`src/rtl/glb_stream_player_mc.sv`:
```
// Multi-channel preloaded token stream player with ready/valid replay, optional
// LFSR-driven valid gaps and a shared first-valid-to-sink-done cycle counter.
module glb_stream_player_mc #(
  parameter int unsigned      NUM_CH     = 3,
  parameter int unsigned      DATA_WIDTH = 17,
  parameter int unsigned      DEPTH      = 64,
  parameter logic [DATA_WIDTH-1:0] DONE_TOKEN = 17'h10100,
  parameter logic [15:0]      LFSR_SEED  = 16'hACE1,
  localparam int unsigned     CH_W = (NUM_CH > 1) ? $clog2(NUM_CH) : 1
) (
  input  logic                         clk,
  input  logic                         rst_n,
  input  logic                         flush,
  input  logic                         ld_valid,
  input  logic [CH_W-1:0]              ld_ch,
  input  logic [DATA_WIDTH-1:0]        ld_data,
  input  logic                         start,
  input  logic [NUM_CH-1:0]            gap_en,
  output logic [NUM_CH*DATA_WIDTH-1:0] out_data,
  output logic [NUM_CH-1:0]            out_valid,
  input  logic [NUM_CH-1:0]            out_ready,
  input  logic                         sink_done,
  output logic [NUM_CH-1:0]            done,
  output logic [NUM_CH-1:0]            done_tok,
  output logic                         ld_err,
  output logic [63:0]                  cycle_count
);

  localparam int unsigned AW = $clog2(DEPTH);
  localparam logic [AW:0]   DEPTH_W = (AW+1)'(DEPTH);
  localparam logic [CH_W:0] NCH_W   = (CH_W+1)'(NUM_CH);

  typedef enum logic [1:0] {ST_IDLE, ST_PLAY, ST_DONE} state_t;
  typedef enum logic [1:0] {CNT_IDLE, CNT_ARMED, CNT_RUN, CNT_FROZEN} cnt_state_t;

  logic              ld_ch_ok;
  logic [NUM_CH-1:0] ld_acc_v;

  assign ld_ch_ok = ({1'b0, ld_ch} < NCH_W);

  for (genvar c = 0; c < NUM_CH; c++) begin : g_ch
    localparam logic [15:0] SEED_RAW = LFSR_SEED ^ 16'(c + 1);
    localparam logic [15:0] SEED     = (SEED_RAW == 16'h0000) ? 16'h0001 : SEED_RAW;

    state_t                state_q, state_d;
    logic [DATA_WIDTH-1:0] mem [DEPTH];
    logic [AW:0]           wr_cnt, rd_ptr;
    logic                  vld_q, tok_q;
    logic [DATA_WIDTH-1:0] dat_q;
    logic [15:0]           lfsr;
    logic                  hs, last_hs, can_present, present, ld_acc;

    // rd_ptr is the prefetch pointer: it indexes the next word to present, so
    // the last handshake is the one taken while rd_ptr already equals wr_cnt.
    always_comb begin
      hs          = vld_q & out_ready[c];
      last_hs     = hs && (rd_ptr == wr_cnt);
      can_present = (!vld_q || hs) && (rd_ptr < wr_cnt) && (!gap_en[c] || lfsr[0]);
      ld_acc      = ld_valid && ld_ch_ok && (ld_ch == CH_W'(c)) && (state_q == ST_IDLE)
                    && (wr_cnt < DEPTH_W) && !start;
      state_d     = state_q;
      present     = 1'b0;
      unique case (state_q)
        ST_IDLE: if (start) begin
          if (wr_cnt == '0) state_d = ST_DONE;
          else begin
            state_d = ST_PLAY;
            present = can_present;
          end
        end
        ST_PLAY: if (last_hs) state_d = ST_DONE;
                 else present = can_present;
        default: ;
      endcase
      if (flush) begin
        state_d = ST_IDLE;
        present = 1'b0;
      end
    end

    always_ff @(posedge clk) begin
      if (!rst_n) begin
        state_q <= ST_IDLE;
        wr_cnt  <= '0;
        rd_ptr  <= '0;
        vld_q   <= 1'b0;
        dat_q   <= '0;
        tok_q   <= 1'b0;
        lfsr    <= SEED;
      end else begin
        state_q <= state_d;
        if (ld_acc) wr_cnt <= wr_cnt + 1'b1;
        if (flush) begin
          rd_ptr <= '0;
          vld_q  <= 1'b0;
          tok_q  <= 1'b0;
          lfsr   <= SEED;
        end else begin
          if (state_q == ST_PLAY) lfsr <= {lfsr[14:0], lfsr[15] ^ lfsr[13] ^ lfsr[12] ^ lfsr[10]};
          vld_q <= present | (vld_q & ~hs);
          if (present) begin
            dat_q  <= mem[rd_ptr[AW-1:0]];
            rd_ptr <= rd_ptr + 1'b1;
          end
          if (hs && (dat_q == DONE_TOKEN)) tok_q <= 1'b1;
        end
      end
    end

    always_ff @(posedge clk) begin
      if (ld_acc) mem[wr_cnt[AW-1:0]] <= ld_data;
    end

    assign ld_acc_v[c]                           = ld_acc;
    assign out_data[c*DATA_WIDTH +: DATA_WIDTH] = dat_q;
    assign out_valid[c]                          = vld_q;
    assign done[c]                               = (state_q == ST_DONE);
    assign done_tok[c]                           = tok_q;
  end

  always_ff @(posedge clk) begin
    if (!rst_n) ld_err <= 1'b0;
    else if (ld_valid && (ld_acc_v == '0)) ld_err <= 1'b1;
  end

  cnt_state_t cnt_q, cnt_d;
  logic [63:0] cnt_val_d;

  always_comb begin
    cnt_d     = cnt_q;
    cnt_val_d = cycle_count;
    unique case (cnt_q)
      CNT_IDLE:  if (start) cnt_d = CNT_ARMED;
      CNT_ARMED: if (|out_valid) begin
        if (sink_done) cnt_d = CNT_FROZEN;
        else begin
          cnt_d     = CNT_RUN;
          cnt_val_d = 64'd1;
        end
      end
      CNT_RUN: if (sink_done) cnt_d = CNT_FROZEN;
               else if (cycle_count != '1) cnt_val_d = cycle_count + 64'd1;
      default: ;
    endcase
    if (flush) begin
      cnt_d     = CNT_IDLE;
      cnt_val_d = '0;
    end
  end

  always_ff @(posedge clk) begin
    if (!rst_n) begin
      cnt_q       <= CNT_IDLE;
      cycle_count <= '0;
    end else begin
      cnt_q       <= cnt_d;
      cycle_count <= cnt_val_d;
    end
  end

endmodule

```
`config.mk`:
```
export PLATFORM = sky130hd
export DESIGN_NAME = glb_stream_player_mc
export DESIGN_NICKNAME = d
export VERILOG_FILES = /design/src/rtl/glb_stream_player_mc.sv
export SDC_FILE = /design/constraint.sdc
export NUM_CORES = 2
export LEC_CHECK = 0
export ABC_AREA = 1
export ABC_CLOCK_PERIOD_IN_PS = 9470
export CAP_MARGIN = 10
export CORE_MARGIN = 8
export CORE_UTILIZATION = 25
export DETAILED_ROUTE_END_ITERATION = 6
export GPL_TIMING_DRIVEN = 0
export PLACE_DENSITY = 0.46
export SYNTH_ARGS = -nofsm -noshare
export SYNTH_HDL_FRONTEND = slang
export SYNTH_SLANG_ARGS = --single-unit
```
`constraint.sdc`:
```
create_clock -name clk -period 9.47 [get_ports clk]
set_input_delay 1.894 -clock clk [delete_from_list [all_inputs] [get_ports clk]]
set_output_delay 1.894 -clock clk [all_outputs]
set_load 0.01 [all_outputs]
```
==> run_results.csv <==
group,metric,value,unit
drt,routed_wl,537000,µm
clock_network,htreeDepth,5,
drt,drcViolationCount,0,
synthesis,yosys_warnings,0,
final_layout,drive_gt1_frac,0.0875,
synthesis,synth.cell_area,0.146,mm²
drt,via_per_inst,4.60,
synthesis,synth_area_leaders,"edfxtp_1 67%, nand2_1 10%, nor2_1 5.6%, nand3_1 4.0%, o21ai_0 3.8%",
pwr,ir_worst_vdd,0.000178,V
clock_network,cts_made_buffers,387,
setup_path,worstPathRequired,10.13,ns
clock_network,hold_buffers,0,
synthesis,synth_seq_cells,3484,
run_status,outcome,"complete, no violations",
floorplanning,die_h,780,µm
pwr,powerDensity,186,mW/mm²
clock_network,cts_setup_buffers,0,
pwr,seqPwrFrac,0.518,
floorplanning,initial_core_util,0.251,
pwr,pwr-share-clk,0.463,
synthesis,synth_cell_types,37,
clock_network,clock-sinks,3484,
global_route,grt_pass1_vias,99400,
final_layout,area_growth,19.8,%
setup_path,path_class,"in -> reg",
global_route,grt_pass1_wl,749000,µm
placed_design,dp_hpwl,366000,µm
drt,routedWlPerCell,23.6,µm
synthesis,netlist_instances,13900,
pwr,swShare,0.217,
setup_path,critical_path.max_fanout,11,
timing,period_minus_slack,5.91,ns
global_route,grt_start_max_net_pins,99,
pwr,power,32.5,mW
global_route,grt_remaining_overflow,0,
setup_path,cp_slowest_cell,"nor2_2",
synthesis,synth_area_per_cell,10.5,µm²
setup_path,cp.arrival,6.57,ns
setup_path,crit_top_cell,"nand3_1",
final_layout,nets,14700,
drt,firstDrtPassIters,6,
placed_design,io_buffers,155,
timing,finalClockSkew,0.0757,ns
floorplanning,io_pins,156,
floorplanning,die_x,780,µm
synthesis,synth_fp_nets,13900,
clock_network,cts-root-buf,"clkbuf_16",
setup_path,critPathMaxStageDelay,0.90,ns
pwr,intPower,25.4,mW
pwr,switchingPower,7.05,mW
setup_path,crit_chain,"clkdlybuf4s50_1, nor3b_1, nand3_1, nor2_1, nand3_1, nor2_2, buf_16",
timing,grt_setup_unrepaired,"no",
timing,holdWs,0.449,ns
floorplanning,core_area,0.581,mm²
clock_network,insertion_delay,1.01,ns
timing,final-hold-violation-count,0,
clock_network,cts_tree,"yes",
drt,drtIter0Drc,11500,
timing,worst_slew_pin_slew,1.32,ns
placed_design,routabilityCongestion,0.907,
clock_network,clock_path_buffers,4,
floorplanning,rows,280,
global_route,antenna_found_initial,35,
pwr,p_leak,63.6,nW
synthesis,seq_area_frac_synth,0.702,
synthesis,synth_top_area_cell,"edfxtp_1",
min_path,hold_class,"reg -> reg",
timing,fmax,169,MHz
job,maxCapViolations,0,
clock_network,clkTransAtPathRegs,0.06,ns
synthesis,yosys.area.top_type_share,0.672,
clock_network,cts_resized,0,
pwr,p_comb_frac,0.019,
setup_path,worstSetupStartpointType,"input pin",
drt,ant_nets,0,
drt,vias,104000,
timing,slew_viol_final,0,
timing,relSlewSlack,0.119,
global_route,grt_usage,0.168,
floorplanning,die_area,0.608,mm²
timing,setup_violations,0,
setup_path,critPathCaptureType,"flop",
timing,final_min_period_over_clock_period,0.624,
-- power by group through the flow --
stage                     registers [mW]  logic, mW  clock network, mW
after floorplan                     17.2     0.0952                  0
after global placement              17.4      0.556                  0
after detailed placement            17.2      0.622                  0
after CTS                           16.8      0.623               15.3
after global routing                16.8      0.640               15.8
final                               16.8      0.613               15.0
-- layout make-up --
cell class | count | area (µm²)
Timing Repair Buffer | 386 | 6150
Clock buffer | 496 | 10400
Tap cell | 7755 | 9700
Fill cell | 60000 | 407000
Inverter | 887 | 3330
Antenna cell | 10 | 25.0
Sequential cell | 3484 | 102000
Buffer | 728 | 3260
Clock inverter | 205 | 2030
Multi-Input combinational cell | 8777 | 37400
-- logic make-up (layout without fill, tap and decap cells) --
family / after synthesis / count (layout) / synth area share
other cells: 0 / 10 / 0
flops: 3484 / 3484 / 0.702
buf+inv: 1615 / 2702 / 0.0451
compound gates: 1319 / 1319 / 0.0456
xor+xnor: 32 / 32 / 0.00192
simple gates: 7391 / 7391 / 0.202
fa+ha+maj: 35 / 35 / 0.00300
-- metal layers --
metal  track usage  wire length (µm)
met5             0                25
met4        0.0651             23100
met3        0.0215             36900
met2         0.272            245000
met1         0.230            232000
-- synthesized netlist by cell type --
cell type / count
inv_1: 860
a211oi_1: 6
and3b_1: 1
nor2_4: 1
a31oi_1: 1
edfxtp_1: 3264
o22ai_1: 3
nor3_1: 26
nor2_2: 2
nor2_1: 2166
nand3b_1: 3
buf_1: 95
or2_2: 6
nor4b_1: 2
xnor2_1: 16
nor4_1: 10
and3_1: 14
nand2_2: 1
nor3b_1: 4
a21oi_1: 187
o211ai_1: 4
nor4_2: 1
inv_2: 11
nand3_1: 1155
dfxtp_1: 220
buf_4: 33
o21bai_1: 5
clkbuf_1: 337
o21ai_0: 1098
clkinv_1: 16
o21ai_1: 15
buf_6: 10
xor2_1: 16
nand2_1: 3945
ha_1: 35
buf_2: 253
nand4_1: 54
-- stage by stage --
| step | TNS [ns] | utilization | worst slack, ns | area, µm² | cells |
|---|---|---|---|---|---|
| global placement | -8529.53 | 0.270 | -3.46 | 157000 | 21800 |
| CTS | 0 | 0.300 | 3.87 | 175000 | 22700 |
| finish | 0 | 0.301 | 3.56 | 175000 | 22700 |
| detailed placement | 0 | 0.279 | 2.80 | 162000 | 22000 |
| floorplan | 0 | - | 5.05 | 146000 | 13900 |
| global route | 0 | 0.300 | 3.72 | 175000 | 22700 |
-- critical path: cells and delay by family --
family / cells / cell delay, ns
buffers and inverters: 2 / 0.76
and+or+nand+nor: 5 / 3.90
-- registers in the layout (all words and copies together), names as in the netlist --
name and cells:
cnt_q 2, cycle_count 64, g_ch.dat_q 51, g_ch.lfsr 48, g_ch.mem 3264, g_ch.rd_ptr 21, g_ch.state_q 6, g_ch.tok_q 3
g_ch.vld_q 3, g_ch.wr_cnt 21, ld_err 1
-- final timing paths --
| check | depth (start not counted) | startpoint | endpoint | slack (ns) |
|---|---|---|---|---|
| setup reg to reg | 17 | g_ch[0].rd_ptr[0] | g_ch[0].dat_q[12] | 4.94 |
| hold / removal | 2 | g_ch[2].tok_q | g_ch[2].tok_q | 0.45 |
| setup / recovery | 7 | ld_valid | g_ch[0].mem[27][12] | 3.56 |
| hold reg to reg | 2 | g_ch[2].tok_q | g_ch[2].tok_q | 0.45 |
-- cell usage in the layout, fill, tap and decap left out, types with 6 or more instances in the layout --
| master | count |
|---|---|
| nand3_1 | 1155 |
| o21ai_0 | 1098 |
| clkinvlp_4 | 7 |
| clkbuf_8 | 20 |
| inv_6 | 10 |
| ha_1 | 35 |
| dfxtp_1 | 220 |
| xor2_1 | 16 |
| xnor2_1 | 16 |
| or2_2 | 6 |
| clkbuf_16 | 392 |
| nor4_1 | 10 |
| o21ai_1 | 15 |
| bufinv_16 | 26 |
| clkinv_16 | 10 |
| clkbuf_2 | 8 |
| clkbuf_1 | 413 |
| nand2_1 | 3945 |
| inv_2 | 11 |
| clkinv_2 | 64 |
| clkinv_1 | 89 |
| a21oi_1 | 187 |
| clkdlybuf4s50_1 | 138 |
| nand4_1 | 54 |
| nor2_2 | 190 |
| edfxtp_1 | 3264 |
| buf_8 | 159 |
| buf_6 | 14 |
| buf_4 | 33 |
| a211oi_1 | 6 |
| buf_2 | 253 |
| buf_16 | 84 |
| buf_1 | 95 |
| nor2_1 | 1976 |
| and3_1 | 14 |
| inv_1 | 860 |
| diode_2 | 10 |
| nor3_1 | 24 |
No activity file was read; power rests on OpenSTA's default activity.
